===== config.mk =====
export PLATFORM = sky130hd
export DESIGN_NAME = rising_edge_reader
export DESIGN_NICKNAME = d
export VERILOG_FILES = /design/src/rtl/rising_edge_reader.sv
export SDC_FILE = /design/constraint.sdc
export NUM_CORES = 1
export LEC_CHECK = 0
export CAP_MARGIN = 15
export CORE_MARGIN = 8
export CORE_UTILIZATION = 50
export CTS_CLUSTER_SIZE = 12
export DETAILED_ROUTE_END_ITERATION = 7
export GPL_ROUTABILITY_DRIVEN = 0
export GPL_TIMING_DRIVEN = 0
export MAX_ROUTING_LAYER = met4
export PLACE_DENSITY_LB_ADDON = 0.12
export SYNTH_ARGS = -nofsm -noshare
export SYNTH_HDL_FRONTEND = slang
export SYNTH_SLANG_ARGS = --single-unit

===== constraint.sdc =====
create_clock -name CLK -period 2.71 [get_ports CLK]
set_input_delay 0.6775 -clock CLK [delete_from_list [all_inputs] [get_ports CLK]]
set_output_delay 0.6775 -clock CLK [all_outputs]
set_load 0.005 [all_outputs]

===== src/rtl/rising_edge_reader.sv =====
// rtl/rising_edge_reader.sv - FIFO capturing a falling-edge-launched writer on the rising edge; READER_COUNT_EN adds Count
module rising_edge_reader #(
  parameter int WIDTH = 16,
  parameter int DEPTH = 4
) (
  input  logic             CLK,
  input  logic             RST,
  input  logic [WIDTH-1:0] Din,
  input  logic             Din_valid,
  output logic             Din_ready,
  output logic [WIDTH-1:0] Dout,
  output logic             Dout_valid,
  input  logic             Dout_ready
`ifdef READER_COUNT_EN
  ,
  output logic [$clog2(DEPTH):0] Count
`endif
);

  localparam int AW = $clog2(DEPTH);

  logic [WIDTH-1:0] mem [DEPTH];
  logic [AW:0]      wr_ptr;
  logic [AW:0]      rd_ptr;
  logic [AW:0]      wr_ptr_nxt;
  logic [AW:0]      rd_ptr_nxt;
  logic [WIDTH-1:0] head_nxt;
  logic             full;
  logic             empty;
  logic             do_write;
  logic             do_read;

  // Extra pointer MSB distinguishes full from empty when the index bits match.
  assign empty      = (wr_ptr == rd_ptr);
  assign full       = (wr_ptr[AW] != rd_ptr[AW]) && (wr_ptr[AW-1:0] == rd_ptr[AW-1:0]);
  assign Din_ready  = !full && !RST;
  assign Dout_valid = !empty;
  assign do_write   = Din_valid && Din_ready;
  assign do_read    = Dout_valid && Dout_ready && !RST;
  assign wr_ptr_nxt = wr_ptr + {{AW{1'b0}}, do_write};
  assign rd_ptr_nxt = rd_ptr + {{AW{1'b0}}, do_read};

  // Next head word: the word being written when it lands in the head slot, else the stored entry; hold when empty.
  always_comb begin
    head_nxt = Dout;
    if (rd_ptr_nxt != wr_ptr_nxt) begin
      if (do_write && (rd_ptr_nxt[AW-1:0] == wr_ptr[AW-1:0])) begin
        head_nxt = Din;
      end else begin
        head_nxt = mem[rd_ptr_nxt[AW-1:0]];
      end
    end
  end

  // Storage array is written only on accepted words and never cleared.
  always_ff @(posedge CLK) begin
    if (do_write) begin
      mem[wr_ptr[AW-1:0]] <= Din;
    end
  end

  // Pointers and registered head word; reset drops every stored word.
  always_ff @(posedge CLK) begin
    if (RST) begin
      wr_ptr <= '0;
      rd_ptr <= '0;
      Dout   <= '0;
    end else begin
      wr_ptr <= wr_ptr_nxt;
      rd_ptr <= rd_ptr_nxt;
      Dout   <= head_nxt;
    end
  end

`ifdef READER_COUNT_EN
  // Occupancy counter: up on write-only, down on read-only.
  always_ff @(posedge CLK) begin
    if (RST) begin
      Count <= '0;
    end else if (do_write && !do_read) begin
      Count <= Count + {{AW{1'b0}}, 1'b1};
    end else if (do_read && !do_write) begin
      Count <= Count - {{AW{1'b0}}, 1'b1};
    end
  end
`endif

endmodule

==> results of run 1 <==
[metrics by stage]
step	instance area (sq um)	util (%)	hold slack, ns	setup slack, ns
6_report	4440	65.7	0.500	0.0466
5_1_grt	4440	65.7	0.521	-0.0369
4_1_cts	4300	63.6	0.505	-0.0115
3_5_place_dp	3990	59.1	0.494	-1.14
3_3_place_gp	3940	58.3	0.490	-1.58
2_1_floorplan	3470	-	0.494	-0.000537
[cell usage in the layout, fill, tap and decap left out, types with 2 or more instances in the layout]
cell,n
a211oi_1,13
a211oi_2,3
buf_12,2
buf_4,8
buf_6,3
bufinv_16,2
clkbuf_1,3
clkbuf_4,2
clkbuf_8,10
clkdlybuf4s50_1,36
dfxtp_1,20
edfxtp_1,64
ha_1,2
inv_1,2
inv_6,2
mux2i_1,16
mux4_1,5
mux4_2,11
nor2_1,18
nor2b_1,3
xnor2_1,5
xnor2_2,2
xnor2_4,3
xnor3_1,2
[worst min path at each step]
stage | depth (start not counted) | start | end
after CTS | 2 | Dout[10] | Dout[10]
after global routing | 2 | Dout[10] | Dout[10]
after detailed placement | 2 | Dout[10] | Dout[10]
after floorplan | 2 | Dout[0] | Dout[0]
after global placement | 2 | Dout[0] | Dout[0]
final | 2 | Dout[10] | Dout[10]
[registers in the layout, indices dropped and copies added (netlist names)]
signal  count
mem        64
Dout       16
rd_ptr      3
wr_ptr      3
[worst max-delay path, cell delays in order]
cell	delay [ns]
clkdlybuf4s50_1	0.46
inv_1	0.06
a311oi_4	0.27
buf_4	0.20
xnor2_4	0.13
buf_12	0.17
buf_12	0.13
mux4_2	0.51
mux2i_1	0.17
a211oi_1	0.09
[power breakdown]
part / total, W / internal [W] / switching (W)
clock: 0.000996 / 0.000528 / 0.000468
combinational: 0.000557 / 0.000320 / 0.000237
sequential: 0.00153 / 0.00149 / 0.0000428
total: 0.00309 / 0.00234 / 0.000748
[cell type report]
cell class,instances,area (sq um),area share (%)
Multi-Input combinational cell,97,1160,26.2
Clock inverter,6,93.8,2.11
Sequential cell,86,2370,53.3
Tap cell,80,100,2.26
Inverter,2,7.51,0.169
Clock buffer,10,128,2.88
Buffer,9,82.6,1.86
Timing Repair Buffer,48,497,11.2
[kinds of logic (layout without fill, tap and decap cells)]
family / Yosys count / in the layout / share of synthesized area (%)
flops: 86 / 86 / 68.3
mux: 32 / 32 / 15.6
simple gates: 32 / 32 / 4.41
compound gates: 18 / 18 / 4.52
xor+xnor: 12 / 12 / 4.48
buf+inv: 12 / 75 / 1.66
fa+ha+maj: 3 / 3 / 1.08
[what timing repair did]
item | 4_1_cts | 5_1_grt
setup buffers | 3 | 4
pin swaps | 3 | 5
resized for setup | 19 | 15
cloned | 0 | 1
setup endpoints to repair | 18 | 16
[routing by layer]
layer / GRT usage [%] / part of all wire (%) / routed length, um / vias up
met5: - / 0 / 0 / -
li1: - / - / - / 886
met2: 21.8 / 49 / 3160 / 39
met4: 4.89 / 1.5 / 94 / 0
met1: 17.7 / 46 / 2980 / 916
met3: 4.40 / 3.7 / 239 / 7
==> out/qor.csv, run 1 <==
stage,metric,value,unit
run_status,outcome,"complete, no violations",
global_route,grt_antenna_before_repair,0,
synth,avgSynthCellArea,17.7,sq um
setup_path,start_kind,input pin,
power_and_ir_drop,ir_drop,392,uV
global_route,grt_pass1_wl,10.3,mm
layout,area_growth,28.2,%
sta,finalSetupTns,0,ns
sta,hold_viol,0,
drt,drc,0,
drt,wl_per_cell,19.2,um
floorplan,dieWidth,99.2,um
clock_tree,cts.sinks,86,
global_route,grt_pass1_vias,1958,
clock_tree,ctsRootBufferMaster,clkbuf_8,
sta,setup_viol,0,
sta,tightestPinTransition,0.857,ns
global_route,grt-ovfl-total,0,
clock_tree,hold_buffers,0,
floorplan,coreArea,6760,sq um
floorplan,io_pins,38,
layout,fillers,487,
clock_tree,clk_latency,0.35,ns
power_and_ir_drop,pwr_density_cell,695,nW/um^2
clock_tree,cts_buffers,9,
setup_path,criticalPathCategory,in2reg,
drt,wl,6.47,mm
synth,yosysSeqAreaShare,68.3,%
run,cap_violations,0,
synth,yosys.cell_types.count,26,
synth,synth_top_area_share,55.5,%
floorplan,start_util,51.2,%
clock_tree,clk_path_buf_depth,2,
sta,relSlewSlack,42.8,%
sta,fin_worst_skew,0.0104,ns
layout,fin_nets,276,
synth,yosysMostFrequentCell,edfxtp_1,
worst_hold_path,hold_path_class,reg2reg,
power_and_ir_drop,p_leak,1.60,nW
global_route,grtUsageTotal,14.3,%
setup_path,timing.rr.start,rd_ptr[1],
setup_path,worst_r2r_path_depth,12,
layout,n_antenna_cell,0,
setup_path,reg2reg_to,Dout[4],
sta,fin_crit,2.66,ns
setup_path,reg2reg_slack,0.16,ns
synth,netlist_area,3460,sq um
sta,maxSlewViolCount,0,
setup_path,end_kind,register,
power_and_ir_drop,p_total,0.00309,W
clock_tree,cts_tree,built,
setup_path,endpoint,Dout[15],
synth,synth.area.top_cells,"edfxtp_1 (56%), dfxtp_1 (13%), mux4_2 (7.2%)",
clock_tree,cts_max_level,3,
global_route,grt_max_degree,17,
setup_path,crit_required,2.93,ns
synth,synth_fp_nets,218,
drt,drt_iter0_markers,92,
floorplan,dieArea,9840,sq um
drt,vias,1848,
synth,ys_top_cells_by_count,"edfxtp_1 (64), dfxtp_1 (22), nor2_1 (19)",
synth,synthFlopType,edfxtp_1,
floorplan,dieHeight,99.2,um
place,placedCellCount,315,
synth,syn_inst,195,
clock_tree,clk_pin_slew,0.09,ns
setup_path,cp.arrival,2.88,ns
synth,synth_top_area_cell,edfxtp_1,
place,dpl.hpwl,4.18,mm
synth,synth-async-reset-ratio,0,%
synth,ys_seq_elements,86,
drt,drtPass1Iterations,4,
setup_path,path_max_fanout,9,
drt,drtAntennaViolNets,0,
floorplan,rows,30,
sta,fmax,0.375,GHz
place,port_buffers,37,
setup_path,critPathLaunch,Dout_ready,
layout,fin_cells,338,
synth,synth-warning-count,0,
sta,min_period_over_period,98.3,%
drt,viasPerCell,5.47,
layout,drive_gt1_share,24.8,%
synth,synth-edff-count,64,
(Power assumes the default switching activity.)
==> run 2, diff against run 1 <==
ABC_AREA = 1   (was unset)
CORE_UTILIZATION = 40   (was 50)
SKIP_LAST_GASP = 1   (was unset)
==> run 2 against run 1 <==
Combinational power increased by 14%. Maximum frequency up 2.7%. Sequential share of layout area is 4.5 points lower. Global-route usage grew 1.3 points. Core utilization decreased by 16 points. Area after synthesis rose by 14%. Register-to-register slack barely moved. Cell area grew 9.2%. Non-clock buffer count is 9 higher. Largest power group unchanged. Hold slack improved by 0.070 ns. First-iteration DRC count is 63% higher. Via count rose by 59%.
==> out/qor.csv, run 2 <==
stage,metric,value,unit,change
drt,wl_per_cell,16.6,um,was 19.2 um
clock_tree,clk_latency,0.36,ns,was 0.35 ns
synth,avgSynthCellArea,10.1,sq um,was 17.7 sq um
power_and_ir_drop,p_seq_share,48.6,%,was 49.7%
sta,min_period_over_period,95.7,%,was 98.3%
place,dpl.hpwl,6.80,mm,was 4.18 mm
sta,fmax,0.386,GHz,was 0.375 GHz
synth,synth.area.top_cells,"edfxtp_1 (49%), nand3_1 (12%), dfxtp_1 (11%)",,"was edfxtp_1 (56%), dfxtp_1 (13%), mux4_2 (7.2%)"
sta,tightestPinTransition,0.839,ns,was 0.857 ns
clock_tree,cts.sinks,86,,unchanged
drt,drtAntennaViolNets,0,,unchanged
drt,vias,2930,,was 1848
drt,drt_iter0_markers,150,,was 92
power_and_ir_drop,p_sw_share,27.3,%,was 24.2%
synth,yosys.cell_types.count,26,,unchanged
setup_path,cpLargestDelayFamily,buffers and inverters,,unchanged
synth,synth-simple-area-share,27.9,%,was 4.41%
synth,synth_top_area_cell,edfxtp_1,,unchanged
global_route,grtUsageMet1,20.9,%,was 17.7%
synth,ys_top_cells_by_count,"nand3_1 (96), edfxtp_1 (64), nand2_1 (63)",,"was edfxtp_1 (64), dfxtp_1 (22), nor2_1 (19)"
layout,multiInputGateArea,1350,sq um,was 1160 sq um
global_route,grt_pass1_wl,15.0,mm,was 10.3 mm
place,port_buffers,36,,was 37
setup_path,criticalPathCategory,in2reg,,unchanged
floorplan,dieWidth,115,um,was 99.2 um
power_and_ir_drop,p_int,0.00227,W,was 0.00234 W
layout,fillers,924,,was 487
clock_tree,cts_buffers,9,,unchanged
place,placed_area,4560,sq um,was 3990 sq um
global_route,grt_use_met2,23.1,%,was 21.8%
setup_path,crit_required,3.00,ns,was 2.93 ns
sta,maxSlewViolCount,0,,unchanged
drt,wl,9.72,mm,was 6.47 mm
global_route,top_usage_layer,met2,,unchanged
worst_hold_path,min_to,Dout[7],,was Dout[10]
power_and_ir_drop,pwr_density_cell,644,nW/um^2,was 695 nW/um^2
sta,finalSetupTns,0,ns,unchanged
global_route,grtUsageTotal,15.6,%,was 14.3%
synth,synth-async-reset-ratio,0,%,unchanged
synth,synthAdderAreaFrac,0.952,%,was 1.08%
synth,synth_fp_nets,414,,was 218
synth,netlist_area,3940,sq um,was 3460 sq um
setup_path,critPathLaunch,Din_valid,,was Dout_ready
run_status,outcome,"complete, no violations",,unchanged
synth,ys_seq_elements,86,,unchanged
sta,setup_viol,0,,unchanged
setup_path,path_max_fanout,10,,was 9
layout,largest_register_ffs,64,,unchanged
global_route,grt_pass1_vias,2683,,was 1958
setup_path,timing.rr.start,rd_ptr[0],,was rd_ptr[1]
setup_path,end_kind,register,,unchanged
worst_hold_path,worstHoldStart,Dout[7],,was Dout[10]
global_route,grt-ovfl-total,0,,unchanged
sta,rsz0062_at_grt,false,,
global_route,use_met3,3.10,%,was 4.40%
setup_path,slowest_stage,clkdlybuf4s50_1,,was mux4_2
synth,yosysMostFrequentCell,nand3_1,,was edfxtp_1
layout,postLayoutCellArea,4840,sq um,was 4440 sq um
clock_tree,cts_max_level,3,,unchanged
synth,synth_top_area_share,48.7,%,was 55.5%
clock_tree,clk_pin_slew,0.09,ns,about the same
layout,drive_gt1_share,22.6,%,was 24.8%
clock_tree,hold_buffers,0,,unchanged
synth,synth-warning-count,0,,unchanged
clock_tree,clk_path_buf_depth,2,,unchanged
worst_hold_path,min_delay_path_depth,4,,was 2
layout,regArea,2370,sq um,about the same
worst_hold_path,hold_path_class,reg2reg,,unchanged
power_and_ir_drop,switching_power,0.000852,W,was 0.000748 W
layout,fin_nets,470,,was 276
layout,layout_common_cells,"nand3_1 (96), edfxtp_1 (64), nand2_1 (63), clkdlybuf4s50_1 (36), inv_1 (32)",,"was edfxtp_1 (64), clkdlybuf4s50_1 (36), dfxtp_1 (20), nor2_1 (18), mux2i_1 (16)"
floorplan,rows,36,,was 30
synth,synth_compound_area_share,2.98,%,was 4.52%
sta,hold_viol,0,,unchanged
floorplan,io_pins,38,,unchanged
setup_path,cp_cell_sequence,clkdlybuf4s50_1 -> nand3_4 -> inv_1 -> ha_1 -> ha_1 -> xnor2_2 -> xor2_1 -> nor2_4 -> nand3_4 -> buf_6 -> nand2_2 -> inv_2 -> a21oi_2,,was clkdlybuf4s50_1 -> inv_1 -> a311oi_4 -> buf_4 -> xnor2_4 -> buf_12 -> buf_12 -> mux4_2 -> mux2i_1 -> a211oi_1
power_and_ir_drop,ir_drop,342,uV,was 392 uV
setup_path,cp.arrival,2.88,ns,about the same
synth,synth_top_family_by_area,simple AND/OR/NAND/NOR gates,,was multiplexers
power_and_ir_drop,pwr-share-clk,31.1,%,was 32.3%
power_and_ir_drop,p_leak,1.91,nW,was 1.60 nW
clock_tree,ctsRootBufferMaster,clkbuf_8,,unchanged
synth,synth-edff-count,64,,unchanged
clock_tree,cts_tree,built,,unchanged
floorplan,dieArea,13300,sq um,was 9840 sq um
setup_path,reg2reg_to,Dout[5],,was Dout[4]
sta,fin_crit,2.59,ns,was 2.66 ns
synth,synth_xor_area_share,1.11,%,was 4.48%
setup_path,path_buf_inv,4,,was 5
drt,drc,0,,unchanged
layout,area_growth,22.9,%,was 28.2%
drt,viasPerCell,5.01,,was 5.47
setup_path,start_kind,input pin,,unchanged
synth,synthMuxAreaShare,0,%,was 15.6%
synth,syn_inst,391,,was 195
power_and_ir_drop,p_total,0.00312,W,was 0.00309 W
floorplan,start_util,40.7,%,was 51.2%
global_route,grt_max_degree,17,,unchanged
sta,fin_worst_skew,0.0117,ns,was 0.0104 ns
synth,synthFlopType,edfxtp_1,,unchanged
floorplan,coreArea,9680,sq um,was 6760 sq um
setup_path,cp_slowest_stage_delay,0.46,ns,was 0.51 ns
run,cap_violations,0,,unchanged
setup_path,worst_r2r_path_depth,15,,was 12
global_route,grt_antenna_before_repair,0,,unchanged
power_and_ir_drop,pwr-share-comb,20.3,%,was 18.0%
setup_path,reg2reg_slack,0.16,ns,about the same
sta,relSlewSlack,43.8,%,was 42.8%
synth,yosysSeqAreaShare,59.9,%,was 68.3%
drt,drtPass1Iterations,4,,unchanged
floorplan,dieHeight,115,um,was 99.2 um
layout,n_antenna_cell,0,,unchanged
layout,final_common_cell,nand3_1,,was edfxtp_1
run 2: changes by cell type after synthesis, moves of 13 or more:
cell | previous run | this run
a211oi_1 | 16 | 0
inv_1 | 2 | 33
mux2i_1 | 16 | 0
nand2_1 | 2 | 63
nand2_2 | 0 | 15
nand3_1 | 2 | 96
nand4_1 | 0 | 17
nor2_1 | 19 | 6
run 2: area by class of cell:
class                      count  share of cell area, %
clock inverter                 7                   1.83
inverter                      47                   3.72
clock buffer                   9                   2.56
buffer                        20                   2.27
sequential                    86                   48.8
tap                          133                   3.43
timing repair buffer          46                   9.45
multi-input combinational    237                   27.9
run 2: cells by family after synthesis:
logic type,count (synthesis)
xor gates and xnor gates,5
AOI/OAI and AO/OA,16
buffers and inverters,68
adders and majority gates,3
DFF,86
and+or+nand+nor,213
run 2: worst reg2reg max path, stage by stage, from the launching register on:
cell	delay (ns)
dfxtp_1	0.41
nand2_1	0.11
nand2_2	0.12
nand3_2	0.13
nand3_4	0.14
inv_1	0.07
ha_1	0.18
ha_1	0.21
xnor2_2	0.15
xor2_1	0.19
nor2_4	0.22
nand3_4	0.17
buf_6	0.20
nand2_2	0.06
inv_2	0.03
a21oi_2	0.11
run 2: how the worst max path moves through the flow:
stage	endpoint	slack [ns]	depth (start not counted)
floorplan	Dout[1]	0.00002	14
global placement	mem[0][15]	-1.27	3
detailed placement	Dout[1]	-0.81	15
CTS	Dout[1]	0.04	15
global route	Dout[1]	0.006	14
finish	Dout[5]	0.12	13
run 2: what timing repair did:
| item | CTS | global route |
|---|---|---|
| gates resized for setup | 6 | 8 |
| pin swaps | 3 | 1 |
| buffers inserted | 5 | 0 |
| endpoints found under the setup margin | 18 | 16 |
| endpoints found under the hold margin | 0 | 0 |
| gates cloned | 0 | 0 |
run 2: per-stage QoR:
step / hold WS, ns / setup WS, ns / util, % / std cells
2_1_floorplan: 0.540 / 0.0000200 / - / 391
3_3_place_gp: 0.558 / -1.27 / 46.3 / 560
3_5_place_dp: 0.560 / -0.812 / 47.1 / 565
4_1_cts: 0.574 / 0.0414 / 49.8 / 585
5_1_grt: 0.602 / 0.00627 / 50.0 / 585
6_report: 0.570 / 0.118 / 50.0 / 585
run 2: layer usage:
| layer | wire length (um) | vias up |
|---|---|---|
| met1 | 4670 | 1389 |
| met2 | 4380 | 79 |
| li1 | - | 1451 |
| met4 | 125 | 0 |
| met3 | 550 | 11 |
| met5 | 0 | - |
run 2: power groups by stage:
stage                     clock [W]  sequential, W  combinational, W
after floorplan                   0        0.00155          0.000373
final                      0.000971        0.00152          0.000633
after CTS                  0.000991        0.00152          0.000640
after global placement            0        0.00154          0.000615
after global routing        0.00104        0.00152          0.000703
after detailed placement          0        0.00155          0.000628
